### config.mk
export PLATFORM = sky130hd
export DESIGN_NAME = touch_packet_decoder
export DESIGN_NICKNAME = d
export VERILOG_FILES = /design/src/rtl/touch_packet_decoder.sv
export SDC_FILE = /design/constraint.sdc
export NUM_CORES = 1
export LEC_CHECK = 0
export BUFFER_PORTS_ARGS = -buffer_cell sky130_fd_sc_hd__buf_2
export CAP_MARGIN = 20
export CORE_MARGIN = 3
export CORE_UTILIZATION = 53
export CTS_BUF_LIST = sky130_fd_sc_hd__clkbuf_4
export CTS_CLUSTER_DIAMETER = 80
export CTS_CLUSTER_SIZE = 12
export DETAILED_ROUTE_END_ITERATION = 8
export GPL_TIMING_DRIVEN = 0
export HOLD_SLACK_MARGIN = 0.02
export PLACE_DENSITY_LB_ADDON = 0.1
export SYNTH_ARGS = -nofsm -noshare
export SYNTH_HDL_FRONTEND = slang
export SYNTH_SLANG_ARGS = --single-unit
### constraint.sdc
create_clock -name clk -period 1.9 [get_ports clk]
set_input_delay 0.095 -clock clk [delete_from_list [all_inputs] [get_ports clk]]
set_output_delay 0.095 -clock clk [all_outputs]
set_load 0.01 [all_outputs]
### src/rtl/touch_packet_decoder.sv
// Touchscreen UART packet decoder: 5-byte header/X/Y packets
// to a held touch event with framing, timeout and overflow flags.
module touch_packet_decoder #(
  parameter int TIMEOUT_CYCLES = 50000
) (
  input  logic        clk,
  input  logic        reset_n,
  input  logic [7:0]  rx_data,
  input  logic        rx_valid,
  output logic        event_valid,
  input  logic        event_ready,
  output logic        event_pen_down,
  output logic [11:0] event_x,
  output logic [11:0] event_y,
  output logic        frame_error,
  output logic        overflow
);

  localparam int CW = $clog2(TIMEOUT_CYCLES + 1);

  typedef enum logic [2:0] {
    IDLE, X_LO, X_HI, Y_LO, Y_HI
  } state_t;

  state_t        r_state;
  state_t        w_next;
  logic [CW-1:0] r_cnt;
  logic          r_pen;
  logic [6:0]    r_xlo;
  logic [4:0]    r_xhi;
  logic [6:0]    r_ylo;
  logic          w_hdr;
  logic          w_data;
  logic          w_ctl;
  logic          w_tmo;
  logic          w_ferr;
  logic          w_done;

  assign w_hdr  = rx_valid && (rx_data[7:1] == 7'h40);
  assign w_data = rx_valid && !rx_data[7];
  assign w_ctl  = rx_valid && rx_data[7];
  // A byte arriving on the limit cycle suppresses the timeout
  assign w_tmo  = (r_state != IDLE) && !rx_valid &&
                  (r_cnt == CW'(TIMEOUT_CYCLES - 1));

  always_comb begin
    w_next = r_state;
    w_ferr = 1'b0;
    w_done = 1'b0;
    if (r_state == IDLE) begin
      if (w_hdr)
        w_next = X_LO;
      else if (w_ctl)
        w_ferr = 1'b1;
    end else if (w_ctl) begin
      w_ferr = 1'b1;
      w_next = w_hdr ? X_LO : IDLE;
    end else if (w_data) begin
      case (r_state)
        X_LO:    w_next = X_HI;
        X_HI:    w_next = Y_LO;
        Y_LO:    w_next = Y_HI;
        Y_HI: begin
          w_next = IDLE;
          w_done = 1'b1;
        end
        default: w_next = IDLE;
      endcase
    end else if (w_tmo) begin
      w_next = IDLE;
      w_ferr = 1'b1;
    end
  end

  always_ff @(posedge clk or negedge reset_n) begin
    if (!reset_n) begin
      r_state <= IDLE;
      r_cnt   <= '0;
    end else begin
      r_state <= w_next;
      if (rx_valid || r_state == IDLE || w_tmo)
        r_cnt <= '0;
      else
        r_cnt <= r_cnt + 1'b1;
    end
  end

  always_ff @(posedge clk or negedge reset_n) begin
    if (!reset_n) begin
      r_pen <= 1'b0;
      r_xlo <= '0;
      r_xhi <= '0;
      r_ylo <= '0;
    end else begin
      if (w_hdr)
        r_pen <= rx_data[0];
      if (w_data) begin
        case (r_state)
          X_LO:    r_xlo <= rx_data[6:0];
          X_HI:    r_xhi <= rx_data[4:0];
          Y_LO:    r_ylo <= rx_data[6:0];
          default: ;
        endcase
      end
    end
  end

  always_ff @(posedge clk or negedge reset_n) begin
    if (!reset_n) begin
      event_valid    <= 1'b0;
      event_pen_down <= 1'b0;
      event_x        <= '0;
      event_y        <= '0;
      frame_error    <= 1'b0;
      overflow       <= 1'b0;
    end else begin
      frame_error <= w_ferr;
      overflow    <= w_done && event_valid && !event_ready;
      if (w_done) begin
        event_valid    <= 1'b1;
        event_pen_down <= r_pen;
        event_x        <= {r_xhi, r_xlo};
        event_y        <= {rx_data[4:0], r_ylo};
      end else if (event_valid && event_ready) begin
        event_valid <= 1'b0;
      end
    end
  end

endmodule

After elaboration in Yosys (flattened, before gate mapping) --
Cells that the tools add are included.
Storage, ports and cells: bits in registers 67, bits of input ports 12, word-level logic and storage cells 61, output and inout bits 28
Cells by class: mux-type cells 20, equality and inequality tests 7, reductions and logical operators 21, add/sub/neg operators 1
Operators by type and width (count):
- $add A16 B1 Y16 const B | 1
- $eq A16 B16 Y1 const B | 1
- $mux W16 | 1
- $mux W3 | 5
- $mux W1 | 13
- $pmux W3 S3 | 1
- $logic_and A1 B1 Y1 | 8
- $reduce_and A2 Y1 | 4
- $eq A7 B7 Y1 const B | 1
- $eq A3 B2 Y1 const B | 2
- $reduce_bool A4 Y1 | 1
- $eq A3 B1 Y1 const B | 1
- $eq A3 B3 Y1 const B | 1
- $logic_not A1 Y1 | 3
- $logic_not A3 Y1 | 1
- $reduce_bool A3 Y1 | 1
- $logic_or A1 B1 Y1 | 2
- $ne A2 B2 Y1 const B | 1
- $reduce_bool A2 Y1 | 1

Logic depth before layout (Yosys ltp) --
Gate-level depths: netlist of the first run.
depth in word-level cells 7, mapped depth 7, mapped depth without buffers 5

Worst setup path after synthesis of the first run --
OpenSTA, ideal clock, no wires.
kind register -> register, start reg r_cnt[12], end reg r_cnt[13], required time 1.781 ns, library setup time 0.119 ns, cell stages (with the launch flop) 7, clock period less this slack 1.735 ns, path buffers 2, slack 0.165 ns, data arrival time 1.616 ns, cell sequence dfrtp_1 > or4b_1 > nor4_2 > nand2b_1 > buf_6 > buf_12 > nor2_1
On the way: cells in the longest elaborated chain, start to end 4, elaborated cells between the ends (all ways) 5, classes of those cells 1 x add/sub; 1 x eq/ne; 1 x mux; 2 x reduce/logical
Ends and longest elaborated chain:
- from (decl) | line 27 | logic [CW-1:0] r_cnt;
- from (signal assigned) | line 84 | r_cnt <= r_cnt + 1'b1;
- parallel branches: the longest is 3 deep, another holds $add A16 B1 Y16
- $mux W16 * | line 81 | if (rx_valid || r_state == IDLE || w_tmo)
Every way passes the cells marked *. A chain may end at the register's enable or synchronous reset.

Final worst setup path of the first run --
start reg r_cnt[11], end reg r_cnt[10]
On the way: cells in the longest elaborated chain, start to end 4
Ends and longest elaborated chain:
- $eq A16 B16 Y1 | line 44 | (r_cnt == CW'(TIMEOUT_CYCLES - 1));
- $logic_and A1 B1 Y1 | line 43 | assign w_tmo = (r_state != IDLE) && !rx_valid &&
- $logic_or A1 B1 Y1 | line 81
- $mux W16 | line 81
Every way passes these cells.

==> results.toml, run 1 <==
[synthesis]
synth_ff_type = "dfrtp_1"
yosysTopAreaCell = "dfrtp_1"
yosysMostFrequentCell = "dfrtp_1"
ys_types = 31
synth_xor_area_frac = 0.0407
synth.avg_cell_area_um2 = 13.6
ys_ff_latch = 67
synth_seq_area_share = 0.599
synth.area.top_cells = "dfrtp_1 (60%), mux2_2 (17%), xnor2_1 (3.4%)"
synth_nets = 219
synth_common_cells = "dfrtp_1 (67), mux2_2 (43), nor2_1 (21)"
synth_area_um2 = 2800
syn_inst = 206
synth_top_area_share = 0.599
synth_top_family_by_area = "multiplexers"
synthAdderAreaFrac = 0.00447
synthSimpleGateAreaFrac = 0.121
synth_mux_area_frac = 0.184
synth_warnings = 0
synth_edf_count = 0
synth_compound_area_frac = 0.0210
ys_async_sr_fraction = 1.00

[die]
start_util = 0.570
ios = 40
die_x_um = 78.7
die-area_um2 = 6190
die_height_um = 78.7
core_region_area_um2 = 4910
rows = 25

[grt]
grt_max_degree = 68
grt_pass1_wl_um = 8480
grt_usage = 0.181
grt_pass1_vias = 1721
grt_overflow_total = 0
antenna_found_initial = 0

[finish]
antenna_cells = 0
synthToLayoutAreaGrowth_pct = 17.4
finalCoreUtilization = 0.669
multi_input_comb_area_um2 = 1060
register_area_um2 = 1680
fin_nets = 278
layout-drive-gt1-share = 0.424
n_fill_cell = 425

[pwr]
p_leak_nw = 1.66
ir_drop_uv = 437
powerDensity_nw_per_um2 = 706

[clocking]
cts_tree = "yes"
root_buffer = "clkbuf_4"
clkSinkCount = 67
cts_buffers = 9
cts_buffer_depth = 2
htreeDepth = 3
path_clk_slew_ns = 0.10
clock_latency_ns = 0.38

[setup_path]
cp.arrival_ns = 2.10
critPathBufInv = 2
crit_path_max_incr_delay_ns = 0.54
cp_max_fo = 10
critPathTopFamily = "simple AND/OR/NAND/NOR gates"
end_kind = "flop"
cp.depth = 6
cp-start-kind = "flop"
worst_path_max_delay_cell = "or4b_4"
worstPathRequired_ns = 2.18
critical_path_class = "reg -> reg"
path_cells = "or4b_4, nor4_4, nand2b_1, buf_6, buf_12, nor2_1"
reg2reg_depth = 6

[sta]
hold_viol_final = 0
setup_viol = 0
worst_pin_slew_ns = 0.832
post-route-min-period_ns = 1.83
fin_crit_sh = 0.962
skew_ns = 0.00636
drv_slew = 0
tns_ns = 0
max_freq_mhz = 547
relSlewSlack = 0.445

[route]
via_per_inst = 5.23
antenna_left = 0
via_count = 1758
dr.pass1.iters = 4
wl_um = 5070
drtIter0Drc = 96
wl_per_cell_um = 15.1
post-route-drc-count = 0

[run]
cap_violations = 0

[min_path]
min_path_type = "in -> reg"
whs_path_depth = 2

[placed_design]
hpwl_um = 3330
io_buffers = 39
gp_congestion = 0.889

[run_status]
status = "finished clean"
## cells by family after synthesis
logic type      after synthesis
simple gates                 61
compound gates                8
flops                        67
fa+ha+maj                     1
mux                          45
buf+inv                      11
xor+xnor                     13
## through the flow
step | power (mW) | cell area [um^2] | worst slack, ns | hold WS (ns) | cells
5_1_grt | 2.44 | 3290 | -0.0105 | 0.0469 | 336
2_1_floorplan | 1.56 | 2800 | 0.165 | -0.201 | 206
4_1_cts | 2.36 | 3270 | 0.00536 | 0.0323 | 335
3_5_place_dp | 1.62 | 3080 | -0.0427 | 0.248 | 312
6_report | 2.32 | 3290 | 0.0730 | 0.0553 | 336
3_3_place_gp | 1.62 | 3080 | 0.0111 | 0.363 | 312
## registers in the layout, indices dropped and copies added (netlist names)
name,count
r_cnt,16
event_x,12
event_y,12
r_xlo,7
r_ylo,7
r_xhi,5
r_state,3
event_pen_down,1
event_valid,1
frame_error,1
overflow,1
r_pen,1
## timing repair
item / 4_1_cts / 5_1_grt
setup buffers: 0 / 1
gates cloned: 0 / 0
resized for setup: 1 / 4
endpoints found under the hold margin: 87 / 0
pin swaps: 1 / 0
hold buffers: 8 / 0
endpoints found under the setup margin: 10 / 12
## area by class of cell
class / instances / area share
buffer: 6 / 0.0202
clock buffer: 10 / 0.0228
clock inverter: 5 / 0.00647
inverter: 5 / 0.00571
multi-input combinational: 128 / 0.322
sequential: 67 / 0.510
tap: 67 / 0.0255
timing repair buffer: 48 / 0.0868
## placed cells by master, fill, tap and decap left out, drive strengths merged
cell         Yosys  routed
a21o             1       1
nor4b            1       1
a211o            2       2
nor3             5       5
xor2             2       2
a22o             1       1
nor2b            1       1
dfrtp           67      67
a31o             1       1
mux2            45      45
nor4             6       6
nand3            4       4
or4              1       1
or4b             3       3
clkbuf           0      10
nor2            23      23
nor3b            1       1
nand2            7       7
nand2b           3       3
nand4            5       5
a21oi            3       3
dlygate4sd3      0       8
ha               1       1
nand4b           1       1
inv              5       5
xnor2           11      11
buf              6      46
clkinv           0       5
## metal layers
metal,vias up,routed length [um],track usage
met3,5,255,0.0424
met4,0,54,0.0839
met1,869,2530,0.268
li1,842,-,-
met2,42,2220,0.251
met5,-,0,0
## power by group
group          internal, mW  leakage [nW]  switching [mW]
registers              1.46         0.930          0.0192
clock network         0.260        0.0585           0.458
logic                0.0567         0.670          0.0615
total                  1.78          1.66           0.539
## path summary, 6_finish.rpt
check,from,slack (ns),to
worst max register to register,r_cnt[11]$_DFF_PN0_,0.07,r_cnt[10]$_DFF_PN0_
worst max-delay path,r_cnt[11]$_DFF_PN0_,0.07,r_cnt[10]$_DFF_PN0_
worst min register to register,r_cnt[0]$_DFF_PN0_,0.50,r_cnt[0]$_DFF_PN0_
min in group asynchronous,reset_n,0.34,r_cnt[12]$_DFF_PN0_
worst min-delay path,rx_data[2],0.06,r_xlo[2]$_DFFE_PN0P_
max in group asynchronous,reset_n,0.96,r_cnt[11]$_DFF_PN0_
Power figures use the tool's default switching activity.
==> run 2: changes to the inputs <==
--- a/config.mk
+++ b/config.mk
@@ -5,10 +5,11 @@
 export SDC_FILE = /design/constraint.sdc
 export NUM_CORES = 1
 export LEC_CHECK = 0
+export ABC_AREA = 1
 export BUFFER_PORTS_ARGS = -buffer_cell sky130_fd_sc_hd__buf_2
 export CAP_MARGIN = 20
 export CORE_MARGIN = 3
-export CORE_UTILIZATION = 53
+export CORE_UTILIZATION = 54
 export CTS_BUF_LIST = sky130_fd_sc_hd__clkbuf_4
 export CTS_CLUSTER_DIAMETER = 80
 export CTS_CLUSTER_SIZE = 12
@@ -19,3 +20,4 @@
 export SYNTH_ARGS = -nofsm -noshare
 export SYNTH_HDL_FRONTEND = slang
 export SYNTH_SLANG_ARGS = --single-unit
+export TNS_END_PERCENT = 5
==> results.toml, run 2 <==
[clocking]
path_clk_slew_ns = 0.10
cts_buffers = 9
postCtsResizedCells = 0
clock_latency_ns = 0.38
cts_tree = "yes"
clkSinkCount = 67
cts_buffer_depth = 2
root_buffer = "clkbuf_4"
htreeDepth = 3

[grt]
grt_pass1_vias = 2133
grt_max_degree = 68
antenna_found_initial = 0
grt_overflow_total = 0
grt_pass1_wl_um = 9830
grt_usage = 0.198

[placed_design]
placed_cells = 446
hpwl_um = 4180
gp_congestion = 0.868
io_buffers = 39

[route]
wl_met3_um = 270
met2WireLength_um = 2570
wl_met1_um = 2880
drtIter0Drc = 198
wl_per_cell_um = 12.4
antenna_left = 0
highest_layer = "met4"
dr.pass1.iters = 4
via_per_inst = 4.96
wl_um = 5790
post-route-drc-count = 0
via_count = 2306

[setup_path]
cp.arrival_ns = 1.77
crit_path_max_incr_delay_ns = 0.39
rrSetupSlack_ns = 0.42
path_cells = "ha_1, nand3_1, nor2_1, nand2_1, nand2_4, nand2_1, nand2_1, nand2_1"
critical_path_class = "reg -> reg"
r2r-end = "r_state[2]$_DFFE_PN0P_"
worst_path_max_delay_cell = "dfrtp_1"
worstPathRequired_ns = 2.18
cp-start-kind = "flop"
critPathBufInv = 0
rr_startpoint = "r_cnt[0]$_DFF_PN0_"
cp_max_fo = 6
reg2reg_depth = 8
critPathTopFamily = "simple AND/OR/NAND/NOR gates"
end_kind = "flop"
worst_path_most_repeated_cell = "nand2_1"

[sta]
max_freq_mhz = 675
drv_slew = 0
fin_crit_sh = 0.780
post-route-min-period_ns = 1.48
skew_ns = 0.0126
setup_viol = 0
hold_viol_final = 0
worst_pin_slew_ns = 0.817
tns_ns = 0
rsz0062_at_grt = "no"
relSlewSlack = 0.456

[finish]
n_fill_cell = 484
fin_nets = 406
mostFrequentLayoutCells = "nand2_1 (88), dfrtp_1 (67), inv_1 (52)"
largest_reg_flops = 16
top_regs = "r_cnt x16, event_x x12, event_y x12"
layout-drive-gt1-share = 0.246
finalCoreUtilization = 0.659
final_cells = 465
synthToLayoutAreaGrowth_pct = 14.3
register_area_um2 = 1680
regMostFlops = "r_cnt"
multi_input_comb_area_um2 = 1060
antenna_cells = 0
final_common_cell = "nand2_1"

[synthesis]
synth_area_um2 = 3040
synth_common_cells = "nand2_1 (88), dfrtp_1 (67), inv_1 (52)"
synth_top_area_share = 0.552
synth.area.top_cells = "dfrtp_1 (55%), nand2_1 (11%), o21ai_2 (7.2%)"
ys_ff_latch = 67
synth_seq_area_share = 0.552
yosysTopAreaCell = "dfrtp_1"
synth.avg_cell_area_um2 = 9.02
ys_types = 29
synth_nets = 350
synth_warnings = 0
synth_ff_type = "dfrtp_1"
ys_async_sr_fraction = 1.00
syn_inst = 337
yosysMostFrequentCell = "nand2_1"
synth_edf_count = 0

[pwr]
p_leak_nw = 1.74
ir_drop_uv = 558
powerDensity_nw_per_um2 = 1020
p_total_mw = 3.53

[die]
ios = 40
start_util = 0.577
core_region_area_um2 = 5270
rows = 26
die_height_um = 81.0
die_x_um = 81.0
die-area_um2 = 6560

[min_path]
whs_endpoint = "r_xhi[4]$_DFFE_PN0P_"
min_path_type = "in -> reg"
hp-start = "rx_data[4]"
whs_path_depth = 3

[run_status]
status = "finished clean"

[run]
cap_violations = 0
-- run 2: changes by cell type in the layout (fill, tap and decap cells not counted), moves of 3 or more --
cell / previous run / this run
nor3_1: 5 / 8
inv_1: 5 / 52
o21ai_1: 0 / 19
nor4_1: 4 / 0
buf_6: 3 / 8
nand2_1: 7 / 88
o21ai_0: 0 / 5
nor2_1: 21 / 31
mux2_2: 43 / 0
o21ai_2: 0 / 25
nand2b_1: 3 / 0
nand3_1: 3 / 8
xnor2_1: 11 / 1
-- run 2: area by class of cell --
class / instances / area share
well taps: 70 / 0.0252
clock inverters: 4 / 0.00612
clock buffers: 9 / 0.0195
flip-flops and latches: 67 / 0.483
plain buffers: 9 / 0.0281
multi-input cells: 207 / 0.305
repair buffers: 45 / 0.0742
inverters: 54 / 0.0587
-- run 2: how the worst max path moves through the flow --
stage | depth (start not counted) | startpoint | end | slack (ns)
after floorplan | 7 | r_cnt[0]$_DFF_PN0_ | r_cnt[14]$_DFF_PN0_ | 0.66
after global placement | 1 | reset_n | r_cnt[15]$_DFF_PN0_ | 0.44
after detailed placement | 8 | r_cnt[0]$_DFF_PN0_ | r_state[2]$_DFFE_PN0P_ | 0.44
after CTS | 8 | r_cnt[0]$_DFF_PN0_ | r_state[0]$_DFFE_PN0P_ | 0.41
after global routing | 8 | r_cnt[0]$_DFF_PN0_ | r_state[2]$_DFFE_PN0P_ | 0.27
final | 8 | r_cnt[0]$_DFF_PN0_ | r_state[2]$_DFFE_PN0P_ | 0.42
-- run 2: cell families after synthesis --
| kind of cell | Yosys count | synth area share |
|---|---|---|
| and+or+nand+nor | 151 | 0.219 |
| DFF | 67 | 0.552 |
| buffers and inverters | 63 | 0.0992 |
| AOI/OAI and AO/OA | 53 | 0.120 |
| xor gates and xnor gates | 2 | 0.00576 |
| adders and majority gates | 1 | 0.00412 |
-- run 2: power by group --
part	internal, mW	total [mW]	switching [mW]
sequential	1.72	1.90	0.179
combinational	0.374	0.923	0.549
clock	0.239	0.704	0.465
total	2.33	3.53	1.19
-- run 2: per-layer routing --
metal,vias to the layer above,GRT usage
met5,-,0
met3,7,0.0466
met4,0,0.0659
met1,1090,0.279
met2,44,0.304
li1,1165,-
-- run 2: what timing repair did --
action / 4_1_cts / 5_1_grt
hold endpoints to repair: 74 / 0
buffers inserted: 0 / 0
hold buffers: 6 / 0
-- run 2: worst reg2reg max path, delay by kind of cell, from the launching register on --
kind | cells | cell delay, ns
AND/OR/NAND/NOR | 7 | 0.78
flip-flops | 1 | 0.39
adder cells (fa/ha/maj) | 1 | 0.21
-- run 2: through the flow --
| stage | setup WS (ns) | hold WS (ns) | cell area (um^2) |
|---|---|---|---|
| 2_1_floorplan | 0.658 | -0.201 | 3040 |
| 3_3_place_gp | 0.439 | 0.273 | 3320 |
| 3_5_place_dp | 0.444 | 0.256 | 3320 |
| 4_1_cts | 0.411 | 0.0514 | 3470 |
| 5_1_grt | 0.268 | 0.0638 | 3470 |
| 6_report | 0.418 | 0.0712 | 3470 |
==> run 3: changes to the inputs <==
==> constraint.sdc (replaced) <==
create_clock -name clk -period 1.3 [get_ports clk]
set_input_delay 0.065 -clock clk [delete_from_list [all_inputs] [get_ports clk]]
set_output_delay 0.065 -clock clk [all_outputs]
set_load 0.01 [all_outputs]
==> results.toml, run 3 (synthesis results as in run 2) <==
[run_status]
status = "complete, but fails checks"
violations = "setup timing"

[die]
core_region_area_um2 = 5270
rows = 26
start_util = 0.577
die-area_um2 = 6560
ios = 40
die_x_um = 81.0
die_height_um = 81.0

[finish]
layout-drive-gt1-share = 0.350
regMostFlops = "r_cnt"
final_cells = 479
top_regs = "r_cnt x16, event_x x12, event_y x12"
finalCoreUtilization = 0.715
final_cell_area_um2 = 3770
synthToLayoutAreaGrowth_pct = 24.0
mostFrequentLayoutCells = "nand2_1 (82), dfrtp_1 (64), inv_1 (48)"
final_common_cell = "nand2_1"
largest_reg_flops = 16
antenna_cells = 0
fin_nets = 420

[pwr]
pwr-share-seq = 0.514
combPwrFrac = 0.297
internal_power_mw = 3.58
p_leak_nw = 1.88
switching_share = 0.343
ir_drop_uv = 815
p_total_mw = 5.45
pwr-share-clk = 0.190
power.switching_mw = 1.87
powerDensity_nw_per_um2 = 1450

[route]
drtIter0Drc = 162
via_per_inst = 5.02
antenna_left = 0
wl_per_cell_um = 13.0
via_count = 2403
dr.pass1.iters = 4
post-route-drc-count = 0
wl_um = 6240

[clocking]
clock_latency_ns = 0.39
cts_buffers = 9
path_clk_slew_ns = 0.11
cts_buffer_depth = 2
clkSinkCount = 67
htreeDepth = 3
cts_tree = "yes"
root_buffer = "clkbuf_4"

[sta]
worst_pin_slew_ns = 0.819
setup_viol = 6
relSlewSlack = 0.454
timing.hold.ws_ns = 0.0359
skew_ns = 0.0105
fin_crit_sh = 1.02
setup_slack_ns = -0.0222
drv_slew = 0
rsz0062_at_grt = "yes"
hold_viol_final = 0
max_freq_mhz = 756
post-route-min-period_ns = 1.32

[grt]
antenna_found_initial = 0
grt_pass1_wl_um = 9920
grt_overflow_total = 0
grt_usage = 0.200
grt_max_degree = 68
grt_pass1_vias = 2162

[min_path]
min_path_type = "in -> reg"

[setup_path]
cp.arrival_ns = 1.65
worstPathRequired_ns = 1.63
cp_max_fo = 4
cp-start-kind = "flop"
end_kind = "flop"
critical_path_class = "reg -> reg"

[run]
cap_violations = 0

[placed_design]
io_buffers = 39
placed_cells = 446
dpl_cell_area_um2 = 3320
hpwl_um = 4180
gp_congestion = 0.868
[run 3: cell count changes in the layout (fill, tap and decap cells not counted), sizes merged]
cell | before | now
buf | 48 | 61
clkbuf | 9 | 10
[run 3: power by group through the flow]
| stage | Clock [mW] | Combinational, mW | Sequential, mW |
|---|---|---|---|
| 6_report | 1.03 | 1.62 | 2.80 |
| 5_1_grt | 1.15 | 1.82 | 2.86 |
| 4_1_cts | 1.07 | 1.45 | 2.78 |
| 3_5_place_dp | 0 | 1.37 | 2.82 |
| 3_3_place_gp | 0 | 1.32 | 2.80 |
| 2_1_floorplan | 0 | 0.889 | 2.86 |
[run 3: per-layer routing]
metal / vias up / wire [um] / global-route usage
li1: 1194 / - / -
met2: 47 / 2860 / 0.309
met3: 9 / 227 / 0.0466
met1: 1153 / 3050 / 0.278
met4: 0 / 95 / 0.0676
met5: - / 0 / 0
[run 3: repair_timing]
item                                   CTS  global route
endpoints found under the hold margin   74             0
buffers inserted                         3            10
pin swaps                                3             9
hold buffers                             6             0
resized for setup                        9            39
cloned                                   0             1
setup endpoints to repair               18            48
[run 3: per-stage QoR]
stage	setup WS (ns)	TNS [ns]
after global routing	-0.129	-1.48
after global placement	-0.144	-10.23
after CTS	-0.00206	-0.00206
final	-0.0222	-0.0469
after floorplan	0.0576	0
after detailed placement	-0.156	-1.79
[run 3: final cells by class]
class | instances | area (um^2)
Sequential cell | 67 | 1680
Inverter | 54 | 204
Buffer | 9 | 114
Clock inverter | 4 | 21.3
Multi-Input combinational cell | 207 | 1210
Timing Repair Buffer | 59 | 384
Tap cell | 70 | 87.6
Clock buffer | 9 | 67.6
Fill cell | 438 | 1500
[run 3: path summary, 6_finish.rpt]
kind	start	to	slack (ns)	depth (start not counted)
max	r_cnt[1]$_DFF_PN0_	r_cnt[9]$_DFF_PN0_	-0.02	9
min	rx_data[4]	r_xhi[4]$_DFFE_PN0P_	0.04	3
max reg2reg	r_cnt[1]$_DFF_PN0_	r_cnt[9]$_DFF_PN0_	-0.02	9
min reg2reg	event_y[10]$_DFFE_PN0P_	event_y[10]$_DFFE_PN0P_	0.49	2
max in group asynchronous	reset_n	r_state[2]$_DFFE_PN0P_	0.41	2
min in group asynchronous	reset_n	event_x[9]$_DFFE_PN0P_	0.33	2
[run 3: critical path: stages (launching register included)]
cell	delay, ns
dfrtp_1	0.43
buf_6	0.13
nand2_4	0.05
nor2_4	0.17
nand2_4	0.09
nor2_4	0.14
nand2_1	0.06
nand2_1	0.06
nand2_1	0.06
nor2_1	0.09
